File: src/rtl/reg_bank.sv
// reg_bank: DEPTH x WIDTH register file with one write port, one registered
// read port (1-cycle latency), per-word written flags and a synchronous
// bulk clear.
//
// Ports
//   clk          rising-edge clock
//   reset        asynchronous, active-high reset of all state
//   in           write data
//   load         write enable, captures in at address on clk rise
//   address      word address shared by the write and read paths
//   rd_en        read request, result presented the next cycle
//   clear        synchronous clear of all words and flags (beats load)
//   out          registered read data (holds while no read is issued)
//   out_valid    one-cycle strobe following each accepted read
//   out_written  written flag of the word read (holds like out)
//   addr_err     read address was >= DEPTH, strobed with out_valid
//
// Optional build macro REG_BANK_PARITY_EN
//   adds a stored even-parity bit per word, output parity_err (strobed
//   with out_valid on a stored parity mismatch) and the test hook input
//   inj_err, which inverts the parity bit stored by a write.

module reg_bank #(
   parameter int WIDTH  = 16,
   parameter int DEPTH  = 8,
   parameter int ADDR_W = $clog2(DEPTH)
) (
   input  logic              clk,
   input  logic              reset,
   input  logic [WIDTH-1:0]  in,
   input  logic              load,
   input  logic [ADDR_W-1:0] address,
   input  logic              rd_en,
   input  logic              clear,
`ifdef REG_BANK_PARITY_EN
   input  logic              inj_err,
   output logic              parity_err,
`endif
   output logic [WIDTH-1:0]  out,
   output logic              out_valid,
   output logic              out_written,
   output logic              addr_err
);

   // DEPTH always fits in one bit more than the address, even when DEPTH
   // is an exact power of two.
   localparam logic [ADDR_W:0] DEPTH_C = (ADDR_W+1)'(DEPTH);

   logic [WIDTH-1:0] mem [DEPTH];
   logic [DEPTH-1:0] written;

   logic             addr_ok;
   logic             wr_hit;
   logic [WIDTH-1:0] rd_data;
   logic             rd_flag;

   assign addr_ok = ({1'b0, address} < DEPTH_C);
   assign wr_hit  = load & ~clear & addr_ok;

   // Read-side view of the word as it will look after this edge:
   // clear wins, then a same-cycle write (write-first), then storage.
   always_comb begin
      rd_data = '0;
      rd_flag = 1'b0;
      if (addr_ok && !clear) begin
         if (load) begin
            rd_data = in;
            rd_flag = 1'b1;
         end else begin
            rd_data = mem[address];
            rd_flag = written[address];
         end
      end
   end

   always_ff @(posedge clk or posedge reset) begin
      if (reset) begin
         for (int i = 0; i < DEPTH; i++) begin
            mem[i] <= '0;
         end
         written <= '0;
      end else if (clear) begin
         for (int i = 0; i < DEPTH; i++) begin
            mem[i] <= '0;
         end
         written <= '0;
      end else if (wr_hit) begin
         mem[address]     <= in;
         written[address] <= 1'b1;
      end
   end

   always_ff @(posedge clk or posedge reset) begin
      if (reset) begin
         out         <= '0;
         out_written <= 1'b0;
         out_valid   <= 1'b0;
         addr_err    <= 1'b0;
      end else begin
         out_valid <= rd_en;
         addr_err  <= rd_en & ~addr_ok;
         if (rd_en) begin
            out         <= rd_data;
            out_written <= rd_flag;
         end
      end
   end

`ifdef REG_BANK_PARITY_EN
   logic [DEPTH-1:0] par;
   logic             rd_perr;

   // Zero data with a zero parity bit is consistent, so clear/reset only
   // need to zero the parity bits. On a write-first read the stored bit
   // would be ^in ^ inj_err, so the mismatch is inj_err itself.
   always_comb begin
      rd_perr = 1'b0;
      if (addr_ok && !clear) begin
         if (load) begin
            rd_perr = inj_err;
         end else begin
            rd_perr = par[address] ^ (^mem[address]);
         end
      end
   end

   always_ff @(posedge clk or posedge reset) begin
      if (reset) begin
         par <= '0;
      end else if (clear) begin
         par <= '0;
      end else if (wr_hit) begin
         par[address] <= (^in) ^ inj_err;
      end
   end

   always_ff @(posedge clk or posedge reset) begin
      if (reset) begin
         parity_err <= 1'b0;
      end else begin
         parity_err <= rd_en & rd_perr;
      end
   end
`endif

endmodule

File: config.mk
export PLATFORM = sky130hd
export DESIGN_NAME = reg_bank
export DESIGN_NICKNAME = d
export VERILOG_FILES = /design/src/rtl/reg_bank.sv
export SDC_FILE = /design/constraint.sdc
export NUM_CORES = 1
export LEC_CHECK = 0
export CAP_MARGIN = 40
export CORE_ASPECT_RATIO = 0.8
export CORE_MARGIN = 2
export CORE_UTILIZATION = 50
export CTS_CLUSTER_DIAMETER = 200
export CTS_CLUSTER_SIZE = 28
export DETAILED_ROUTE_END_ITERATION = 16
export PLACE_DENSITY = 0.68
export REMOVE_ABC_BUFFERS = 1
export SYNTH_ARGS = -nofsm -noshare
export SYNTH_HDL_FRONTEND = slang
export SYNTH_SLANG_ARGS = --single-unit
export TNS_END_PERCENT = 50
File: constraint.sdc
create_clock -name clk -period 6.1 [get_ports clk]
set_input_delay 1.22 -clock clk [delete_from_list [all_inputs] [get_ports clk]]
set_output_delay 1.22 -clock clk [all_outputs]
set_load 0.005 [all_outputs]
After elaboration in Yosys (flattened, before gate mapping)

Index checks and enable logic that the tools add are counted.

Word-level logic and storage cells: 41
Register bits: 154
Input bits: 24

Bitwise logic cells: 4
Reduce and logical (&&, ||, !) cells: 3
Magnitude comparators: 4
Mux-type cells: 18

Operators by type and width:

| kind               | number |
|---|---|
| $mux 128           | 2 |
| $bwmux 128         | 1 |
| $mux 16            | 5 |
| $bmux 16 s3        | 1 |
| $demux 16 s3       | 1 |
| $mux 8             | 2 |
| $or 8x8->8         | 1 |
| $ge 4x4->1 const B | 1 |
| $lt 3x4->1 const B | 1 |
| $lt 4x1->1 const B | 1 |
| $mux 1             | 4 |
| $not 3->4          | 1 |
| $bmux 1 s3         | 1 |
| $demux 1 s3        | 1 |
| $ge 3x1->1 const B | 1 |
| $logic_and 1x1->1  | 2 |
| $reduce_bool 2->1  | 1 |
| $and 1x1->1        | 1 |
| $not 1->1          | 1 |

Depth between registers and ports, before layout

Gate-level depths: netlist of run 1.

Depth in word-level cells: 8
Gate-level depth with buffers: 8
Gate-level depth less buffers: 4

Worst setup path after synthesis of run 1

No wires, ideal clock.

Path kind: input port to flip-flop
Start: in address[1]
End: reg out[0]
Library setup time: 0.122 ns
Arrival: 2.372 ns
Stages: 7
Setup slack: 3.607 ns
Required time: 5.978 ns
Cells stage by stage: buf_6 > and2_1 > buf_4 > buf_6 > a221oi_2 > o221ai_1 > a32o_1

Cells in the longest elaborated chain, start to end: 6

Ends and longest elaborated chain:

| element                                    | line | source |
|---|---|---|
| from (decl)                                | 32   | `input logic [ADDR_W-1:0] address,` |
| $not 3->4 (implied by the code)            | 70   | `rd_data = mem[address];` |
| $bmux 16 s3                                | 70   |  |
| $mux 16 (implied by the code) (2 in a row) | 70   |  |
| $mux 16                                    | 66   | `if (load) begin` |
| $mux 16                                    | 65   | `if (addr_ok && !clear) begin` |
| to (signal assigned)                       | 103  | `out <= rd_data;` |
| to (decl)                                  | 39   | `output logic [WIDTH-1:0] out,` |

Every way passes these cells. The select of a mux whose other input is x is not followed.
A chain may end at the register's enable or synchronous reset.

Worst setup path after layout of run 1

Start: in address[1]
End: reg mem[22] in the netlist's numbering

Cells in the longest elaborated chain, start to end: 8
Elaborated cells on any way between the ends: 9

Ends and longest elaborated chain:

| element                                                        | line | source |
|---|---|---|
| $not 3->4 (implied by the code) *                              | 88   | `mem[address] <= in;` |
| $ge 4x4->1 (implied by the code) or $lt 4x1->1 (tied branches) | 88   |  |
| $logic_and 1x1->1 (implied by the code)                        | 88   |  |
| $mux 16 (implied by the code)                                  | 88   |  |
| $demux 16 s3 *                                                 | 88   |  |
| $bwmux 128 *                                                   | 88   |  |
| $mux 128 *                                                     | 87   | `end else if (wr_hit) begin` |
| $mux 128 *                                                     | 82   | `end else if (clear) begin` |
| to (signal, indexed assignment)                                | 88   |  |
| to (decl)                                                      | 49   | `logic [WIDTH-1:0] mem [DEPTH];` |

Mark *: on every way between the ends. The rest lies on a longest branch, timed or not. The select of a mux whose other input is x is not followed.

==> impl_metrics.csv, run 1 <==
group,metric,value,unit
timing,setup_violations,0,
finish,design_area,8350,um2
routing,first_pass_iters,5,
critical_path,crit_arrival,4.12,ns
floorplanning,ioPinCount,43,
finish,fin_util,58.6,%
worst_hold_path,holdPathStages,1,
floorplanning,die_h,112,um
synth,syn_avg_cell_area,9.21,um2
timing,grt_setup_unrepaired,"no",
global_route,grt_max_degree,79,
finish,drive_gt1_share,9.86,%
synth,yosys-top-cells-count,"nand2_1 (262), dfrtp_1 (154), a21oi_1 (129)",
synth,synth_area_leader_cell,"dfrtp_1",
routing,drt.antenna.violating_nets,0,
synth,async_reset_ff_share,100,%
run_status,status,"complete, no violations",
finish,layout.cells.non_filler,985,
clock_tree,postCtsResizedCells,0,
placement,dpl.hpwl,13.5,mm
synth,synthTopCellsByArea,"dfrtp_1 (53%), nand2_1 (14%), a21oi_1 (8.9%), a221oi_1 (6.4%), a32o_1 (2.1%)",
critical_path,reg2reg_depth,3,
timing,hold_violations,0,
synth,synthesis.area,7250,um2
floorplanning,fp.coreArea,14200,um2
critical_path,crit_chain,"clkdlybuf4s50_1 > and2_1 > nand2_1 > nand2_1 > a21oi_1",
floorplanning,start_util,50.9,%
placement,place_congestion,0.830,
routing,routedWlPerCell,22.2,um
clock_tree,cts_setup_buffers,0,
timing,fin_crit_sh,62.9,%
synth,ys_ff_latch,154,
finish,n_antenna_cell,0,
global_route,grt.total_usage,29.1,%
floorplanning,dieArea,15500,um2
clock_tree,cts_tree,"built",
routing,drt_iter0_drc,645,
synth,synth_edf_count,0,
clock_tree,path_clk_slew,0.06,ns
global_route,grt_pass1_wl,34.4,mm
critical_path,reg2reg_slack,4.64,ns
critical_path,timing.rr.start,"mem[123]$_DFFE_PP0P_",
placement,placedCellCount,953,
timing,slew_headroom,33.4,%
critical_path,critPathRequiredTime,6.38,ns
floorplanning,rows,39,
global_route,antenna_found_initial,0,
worst_hold_path,hp-start,"out[15]$_DFFE_PP0P_",
timing,max_freq,260,MHz
placement,placed_cell_area,7720,um2
critical_path,crit_path_start_kind,"input pin",
routing,wl,21.8,mm
clock_tree,hold_buffers,0,
clock_tree,cts_max_level,4,
critical_path,cp_slowest_cell,"clkdlybuf4s50_1",
critical_path,critPathKind,"input pin to flip-flop",
timing,min_period,3.84,ns
floorplanning,die_w,139,um
critical_path,crit_top_cell,"nand2_1",
timing,max_slew.worst_pin.slew,0.996,ns
clock_tree,cts_root_buf,"clkbuf_16",
clock_tree,cts_buffers,17,
clock_tree,insertion_delay,0.43,ns
routing,vias,6204,
synth,yosysMostFrequentCell,"nand2_1",
timing,worst_clock_skew,0.00729,ns
synth,syn_inst,787,
synth,synth-main-ff-cell,"dfrtp_1",
power_and_ir_drop,ir_drop,0.249,mV
timing,fin_setup_tns,0,ns
clock_tree,cts_sinks,154,
routing,drc,0,
worst_hold_path,min_to,"out[15]$_DFFE_PP0P_",
finish,num-nets-final,813,
placement,io_buffers,41,
critical_path,crit_fanout,17,
global_route,grt_remaining_overflow,0,
worst_hold_path,worstHoldPathType,"flip-flop to flip-flop",
finish,synthToLayoutAreaGrowth,15.2,%
global_route,grt_pass1_vias,6121,
synth,synth-seq-area-share,53.1,%
critical_path,crit_path_end_kind,"flip-flop",
timing,finalMaxSlewViolations,0,
critical_path,cp_slowest_stage_delay,0.92,ns
power_and_ir_drop,power.leakage,3.40,nW
clock_tree,clockBufferDepth,2,
synth,synthDistinctLibCells,37,
critical_path,reg2reg_to,"out[11]$_DFFE_PP0P_",
power_and_ir_drop,power,2.42,mW
power_and_ir_drop,power.density,289,nW/um2
routing,viasPerCell,6.30,
flow_run,max_cap_violations,0,
finish,n_fill_cell,1216,
synth,yosysTopAreaCellShare,53.1,%
synth,yosysWarningCount,0,
## cell families (layout without fill, tap and decap cells)
group | after synthesis | count (layout) | synth area share [%]
compound gates | 226 | 226 | 21.5
buf+inv | 83 | 97 | 5.87
simple gates | 318 | 318 | 18.3
mux | 5 | 5 | 1.09
flops | 154 | 154 | 53.1
other cells | 1 | 1 | 0.0517
## placed cells by master (no fill, tap or decap), drive strengths merged
| cell | Yosys | routed |
|---|---|---|
| a21o | 1 | 1 |
| a21oi | 129 | 129 |
| a221oi | 62 | 62 |
| a22o | 1 | 1 |
| a31oi | 1 | 1 |
| a32o | 15 | 15 |
| and2 | 3 | 3 |
| and2b | 1 | 1 |
| and3 | 1 | 1 |
| buf | 40 | 21 |
| bufinv | 0 | 3 |
| clkbuf | 38 | 24 |
| clkdlybuf4s50 | 0 | 40 |
| clkinv | 1 | 4 |
| clkinvlp | 0 | 1 |
| conb | 1 | 1 |
| dfrtp | 154 | 154 |
| inv | 4 | 4 |
| mux2 | 3 | 3 |
| mux4 | 2 | 2 |
| nand2 | 264 | 264 |
| nand2b | 16 | 16 |
| nand3 | 4 | 4 |
| nor2 | 20 | 20 |
| nor2b | 5 | 5 |
| nor3 | 4 | 4 |
| o21ai | 2 | 2 |
| o221ai | 15 | 15 |
## area by class of cell
cell class	instances	area (um2)	area share, %
sequential	154	3850	46.2
clock inverter	7	113	1.35
inverter	5	23.8	0.285
multi-input combinational	550	2990	35.8
clock buffer	24	502	6.01
tap	184	230	2.76
timing repair buffer	61	638	7.64
## worst max-delay path, delay by kind of cell
kind	cells	cell delay [ns]
AO/OA/AOI/OAI	1	0.09
AND/OR/NAND/NOR	3	1.87
buffers and inverters	1	0.92
## sequential cells by signal, indices dropped and copies added, names as in the netlist
signal and count:
written 8, out_written 1, mem 128, out_valid 1, out 16
## per-layer routing
metal | vias up | wire [um] | GRT usage, %
met5 | - | 0 | 0
met4 | 0 | 495 | 9.97
met3 | 39 | 2050 | 7.14
met2 | 319 | 10400 | 46.6
met1 | 3096 | 8910 | 39.2
li1 | 2750 | - | -
## where the power goes
part,leakage (nW),switching [mW],internal [mW]
combinational,0.982,0.159,0.0867
clock,0.302,0.409,0.694
sequential,2.12,0.0171,1.05
## worst max-delay path by stage
stage	from	endpoint	slack, ns	cells after the start
finish	address[1]	mem[22]$_DFFE_PP0P_	2.26	5
global route	address[1]	mem[17]$_DFFE_PP0P_	2.16	5
CTS	address[1]	mem[22]$_DFFE_PP0P_	2.32	5
detailed placement	address[1]	mem[22]$_DFFE_PP0P_	1.88	5
global placement	address[1]	mem[105]$_DFFE_PP0P_	1.87	6
floorplan	reset	mem[0]$_DFFE_PP0P_	0.73	1
## through the flow
stage / setup slack (ns) / hold WS (ns)
floorplan: 0.730 / 0.461
global placement: 1.87 / 0.462
detailed placement: 1.88 / 0.469
CTS: 2.32 / 0.489
global route: 2.16 / 0.516
finish: 2.26 / 0.481
Power figures use the tool's default switching activity.
==> run 2: changes to the inputs <==
Settings changed: PLACE_DENSITY 0.68 to 0.7.
Clock period 6.1 ns to 3.5 ns, I/O delays scaled along.
==> run 2 against run 1 <==
  * Clock skew shrank 0.0019 ns
  * Final cell count increased by 2.4%
  * Clock-buffer cell count down 4
  * Critical path type unchanged
==> impl_metrics.csv, run 2 (synthesis gave the netlist of run 1 again) <==
group,metric,value,unit
run_status,status,"complete, no violations",
floorplanning,die_h,112,um
flow_run,max_cap_violations,0,
critical_path,crit_chain,"clkdlybuf4s50_1 > nor2_2 > nand3_1 > nand2_1 > a21oi_1",
global_route,grt_remaining_overflow,0,
critical_path,crit_fanout,16,
clock_tree,cts_setup_buffers,0,
finish,fin_util,59.4,%
floorplanning,start_util,50.9,%
timing,fin_crit_sh,81.5,%
global_route,antenna_found_initial,0,
worst_hold_path,hp-start,"out[15]$_DFFE_PP0P_",
power_and_ir_drop,power_frac_clock,46.0,%
timing,grt_setup_unrepaired,"no",
power_and_ir_drop,power,4.27,mW
critical_path,reg2reg_depth,3,
routing,drc,0,
finish,num-nets-final,837,
critical_path,reg2reg_slack,2.09,ns
timing,max_freq,351,MHz
placement,place_congestion,0.893,
power_and_ir_drop,power.share.switching,24.6,%
global_route,grt_max_degree,70,
power_and_ir_drop,power.switching,1.05,mW
critical_path,cp_slowest_stage_delay,0.75,ns
finish,drive_gt1_share,12.4,%
global_route,grt.total_usage,29.9,%
timing,whs,0.480,ns
finish,layout_commonest_cell,"nand2_1",
floorplanning,die_w,139,um
routing,drt.antenna.violating_nets,0,
finish,reg.largest.list,"mem (128), out (16), written (8)",
critical_path,crit_path_start_kind,"input pin",
finish,layout.cells.non_filler,1009,
floorplanning,ioPinCount,43,
timing,finalMaxSlewViolations,0,
clock_tree,clockBufferDepth,2,
worst_hold_path,holdPathStages,1,
timing,min_period,2.85,ns
timing,worst_clock_skew,0.00542,ns
timing,setup_violations,0,
routing,viasPerCell,6.37,
clock_tree,cts_tree,"built",
worst_hold_path,worstHoldPathType,"flip-flop to flip-flop",
clock_tree,path_clk_slew,0.06,ns
global_route,grt_pass1_vias,6258,
routing,drt_iter0_drc,788,
floorplanning,fp.coreArea,14200,um2
critical_path,timing.rr.start,"mem[53]$_DFFE_PP0P_",
finish,regMostFlops,"mem",
global_route,grt_pass1_wl,35.3,mm
placement,io_buffers,41,
finish,n_antenna_cell,0,
critical_path,critPathKind,"input pin to flip-flop",
critical_path,crit_path_end_kind,"flip-flop",
routing,vias,6423,
worst_hold_path,min_to,"out[15]$_DFFE_PP0P_",
finish,n_fill_cell,1194,
routing,routedWlPerCell,22.5,um
clock_tree,cts_max_level,4,
critical_path,crit_arrival,3.13,ns
critical_path,cp_slowest_cell,"nand3_1",
clock_tree,cts_buffers,17,
timing,hold_violations,0,
critical_path,reg2reg_to,"out[5]$_DFFE_PP0P_",
clock_tree,postCtsResizedCells,0,
routing,wl,22.7,mm
floorplanning,rows,39,
finish,largest_reg_flops,128,
power_and_ir_drop,ir_drop,0.520,mV
routing,first_pass_iters,7,
placement,placedCellCount,978,
power_and_ir_drop,power.density,504,nW/um2
power_and_ir_drop,internal_power,3.22,mW
finish,final_cell_mix,"nand2_1 (262), dfrtp_1 (154), a21oi_1 (129)",
power_and_ir_drop,pwr-share-comb,10.3,%
clock_tree,insertion_delay,0.43,ns
power_and_ir_drop,p_seq_share,43.7,%
finish,synthToLayoutAreaGrowth,16.8,%
critical_path,critPathRequiredTime,3.78,ns
timing,max_slew.worst_pin.slew,0.889,ns
timing,slew_headroom,40.6,%
clock_tree,cts_root_buf,"clkbuf_16",
clock_tree,hold_buffers,0,
power_and_ir_drop,power.leakage,3.49,nW
floorplanning,dieArea,15500,um2
placement,dpl.hpwl,14.4,mm
clock_tree,cts_sinks,154,
## run 2: power groups by stage
stage	Combinational, mW	Sequential (mW)	Clock (mW)
4_1_cts	0.436	1.86	1.97
3_3_place_gp	0.422	1.89	0
5_1_grt	0.471	1.87	2.06
2_1_floorplan	0.182	1.89	0
6_report	0.440	1.87	1.96
3_5_place_dp	0.432	1.90	0
## run 2: critical path: cells and delay by family
family                 cells  cell delay, ns
buffers and inverters      1            0.72
AND/OR/NAND/NOR            3            1.61
AO/OA/AOI/OAI              1            0.10
## run 2: final cells by class
cell class / count / area, um2 / share of cell area (%)
Sequential cell: 154 / 3850 / 45.5
Multi-Input combinational cell: 550 / 2970 / 35.1
Timing Repair Buffer: 85 / 763 / 9.01
Clock buffer: 20 / 457 / 5.39
Tap cell: 184 / 230 / 2.72
Clock inverter: 11 / 170 / 2.01
Inverter: 5 / 23.8 / 0.281
## run 2: worst max path at each step
stage,start,endpoint,slack [ns],depth (start not counted)
floorplan,reset,mem[0]$_DFFE_PP0P_,-1.35,1
global route,address[2],mem[105]$_DFFE_PP0P_,0.58,5
finish,address[2],mem[105]$_DFFE_PP0P_,0.65,5
CTS,address[2],out[9]$_DFFE_PP0P_,0.73,6
detailed placement,address[2],mem[106]$_DFFE_PP0P_,0.32,5
global placement,address[2],mem[110]$_DFFE_PP0P_,0.39,5
## run 2: metal layers
| metal | share of wire [%] | vias up | track usage, % |
|---|---|---|---|
| met1 | 40 | 3204 | 40.8 |
| met3 | 9.2 | 63 | 6.24 |
| met5 | 0 | - | 0 |
| met2 | 47 | 368 | 46.3 |
| met4 | 3.4 | 0 | 14.1 |
| li1 | - | 2788 | - |
## run 2: metrics by stage
stage / TNS (ns) / worst slack [ns] / instance area (um2)
after floorplan: -207.87 / -1.35 / 6840
after global placement: 0 / 0.391 / 7840
after detailed placement: 0 / 0.319 / 7840
after CTS: 0 / 0.732 / 8470
after global routing: 0 / 0.579 / 8470
final: 0 / 0.649 / 8470
==> run 3: changes to the inputs <==
Settings changed: PLACE_DENSITY 0.7 to 0.68.
Clock period 3.5 ns to 2.79 ns, I/O delays scaled along.
==> run 3 against run 2 <==
  * Combinational power is 30% higher
  * Critical path depth is 2 higher
  * Flip-flop and latch count stayed put
  * Register-to-register slack worse by 0.81 ns
  * Cell area is 1.6% higher
  * Sequential share of layout area is 0.70 points lower
  * Clock power is 27% higher
  * Final cell count is 0.69% higher
  * Power is 26% higher
  * First-iteration DRC count is 12% lower
  * Clock skew is 0.0016 ns higher
  * Global-route usage is 1.3 points higher
  * Critical path type unchanged
  * Largest cell class unchanged
  * Largest power group unchanged
==> impl_metrics.csv, run 3 (synthesis gave the netlist of run 1 again) <==
group,metric,value,unit
run_status,status,"complete, no violations",
power_and_ir_drop,ir_drop,0.521,mV
placement,io_buffers,41,
routing,dr_wl_met3,2.34,mm
critical_path,crit_fanout,14,
finish,synthToLayoutAreaGrowth,18.6,%
power_and_ir_drop,power.density,627,nW/um2
clock_tree,cts_setup_buffers,0,
finish,layout.cells.non_filler,1016,
power_and_ir_drop,power,5.39,mW
floorplanning,fp.coreArea,14200,um2
timing,slew_headroom,38.7,%
finish,n_antenna_cell,0,
timing,hold_violations,0,
clock_tree,insertion_delay,0.42,ns
routing,drc,0,
critical_path,crit_arrival,2.80,ns
timing,setup_violations,0,
floorplanning,die_w,139,um
routing,drt.antenna.violating_nets,0,
timing,worst_clock_skew,0.00700,ns
finish,design_area,8600,um2
critical_path,crit_path_start,"address[1]",
routing,vias,6542,
critical_path,timing.rr.start,"mem[88]$_DFFE_PP0P_",
clock_tree,hold_buffers,0,
finish,fin_util,60.4,%
timing,max_slew.worst_pin.slew,0.918,ns
global_route,grt_remaining_overflow,0,
worst_hold_path,worstHoldPathType,"input pin to flip-flop",
routing,routedWlPerCell,23.0,um
clock_tree,clockBufferDepth,2,
finish,n_fill_cell,1157,
timing,max_freq,400,MHz
placement,placed_cell_area,7980,um2
clock_tree,cts_max_level,4,
finish,largest_reg_flops,128,
floorplanning,dieArea,15500,um2
global_route,grt.total_usage,31.2,%
critical_path,critPathRequiredTime,3.09,ns
timing,grt_setup_unrepaired,"no",
routing,wl_met2,11.0,mm
placement,place_congestion,0.868,
floorplanning,ioPinCount,43,
placement,dpl.hpwl,14.9,mm
timing,min_period,2.50,ns
finish,reg.largest.list,"mem (128), out (16), written (8)",
timing,fin_crit_sh,89.6,%
timing,layout_setup_ws,0.289,ns
finish,num-nets-final,845,
clock_tree,cts_sinks,154,
clock_tree,cts_buffers,17,
global_route,antenna_found_initial,0,
critical_path,crit_path_end_kind,"flip-flop",
clock_tree,postCtsResizedCells,0,
placement,dp_slack,-0.00756,ns
clock_tree,cts_tree,"built",
routing,m1WireLength,9.13,mm
routing,first_pass_iters,7,
timing,fin_setup_tns,0,ns
global_route,grt_max_degree,82,
routing,viasPerCell,6.44,
timing,finalMaxSlewViolations,0,
floorplanning,rows,39,
placement,placedCellCount,986,
floorplanning,start_util,50.9,%
clock_tree,path_clk_slew,0.06,ns
finish,final_cell_mix,"nand2_1 (262), dfrtp_1 (154), a21oi_1 (129)",
critical_path,crit_path_start_kind,"input pin",
timing,whs,0.431,ns
finish,layout_commonest_cell,"nand2_1",
routing,wl,23.4,mm
global_route,grt_pass1_vias,6628,
routing,dr.max_layer_used,"met4",
finish,regMostFlops,"mem",
global_route,grt_pass1_wl,37.2,mm
finish,drive_gt1_share,13.2,%
clock_tree,cts_root_buf,"clkbuf_16",
flow_run,max_cap_violations,0,
floorplanning,die_h,112,um
power_and_ir_drop,power.leakage,3.55,nW
worst_hold_path,hp-start,"clear",
routing,drt_iter0_drc,695,
critical_path,critPathKind,"input pin to flip-flop",
## run 3: changes by cell type in the layout (fill, tap and decap cells not counted)
cell	before	now
buf_12	2	8
buf_4	43	45
clkbuf_1	1	0
clkinv_4	2	1
inv_6	1	2
## run 3: where the power goes
group / internal, mW / switching [mW] / total (mW)
clock network: 1.54 / 0.940 / 2.48
registers: 2.30 / 0.0466 / 2.34
logic: 0.214 / 0.356 / 0.570
total: 4.05 / 1.34 / 5.39
## run 3: path summary, 6_finish.rpt
path | cells after the start | slack (ns) | to
setup / recovery | 7 | 0.29 | out[8]$_DFFE_PP0P_
hold / removal | 2 | 0.43 | mem[92]$_DFFE_PP0P_
setup reg to reg | 3 | 1.28 | out[8]$_DFFE_PP0P_
hold reg to reg | 1 | 0.48 | out[15]$_DFFE_PP0P_
max in group asynchronous | 3 | 1.58 | mem[77]$_DFFE_PP0P_
min in group asynchronous | 2 | 0.58 | out_valid$_DFF_PP0_
## run 3: cell type report
class                           count  area, um2  area share, %
Tap cell                          184        230           2.68
Sequential cell                   154       3850           44.8
Multi-Input combinational cell    550       2970           34.6
Inverter                            5       23.8          0.276
Timing Repair Buffer               93        898           10.4
Clock inverter                     11        170           1.98
Clock buffer                       19        453           5.27
## run 3: routing by layer
| layer | vias to the layer above | global-route usage (%) |
|---|---|---|
| met3 | 75 | 7.05 |
| met2 | 401 | 49.1 |
| met5 | - | 0 |
| met1 | 3258 | 42.4 |
| met4 | 0 | 12.9 |
| li1 | 2808 | - |
## run 3: worst max-delay path, cell delays in order
cell and delay (ns):
clkdlybuf4s50_1 0.74, nor2b_1 0.09, buf_4 0.22, buf_4 0.18
a221oi_1 0.48, o221ai_1 0.24, a32o_1 0.29
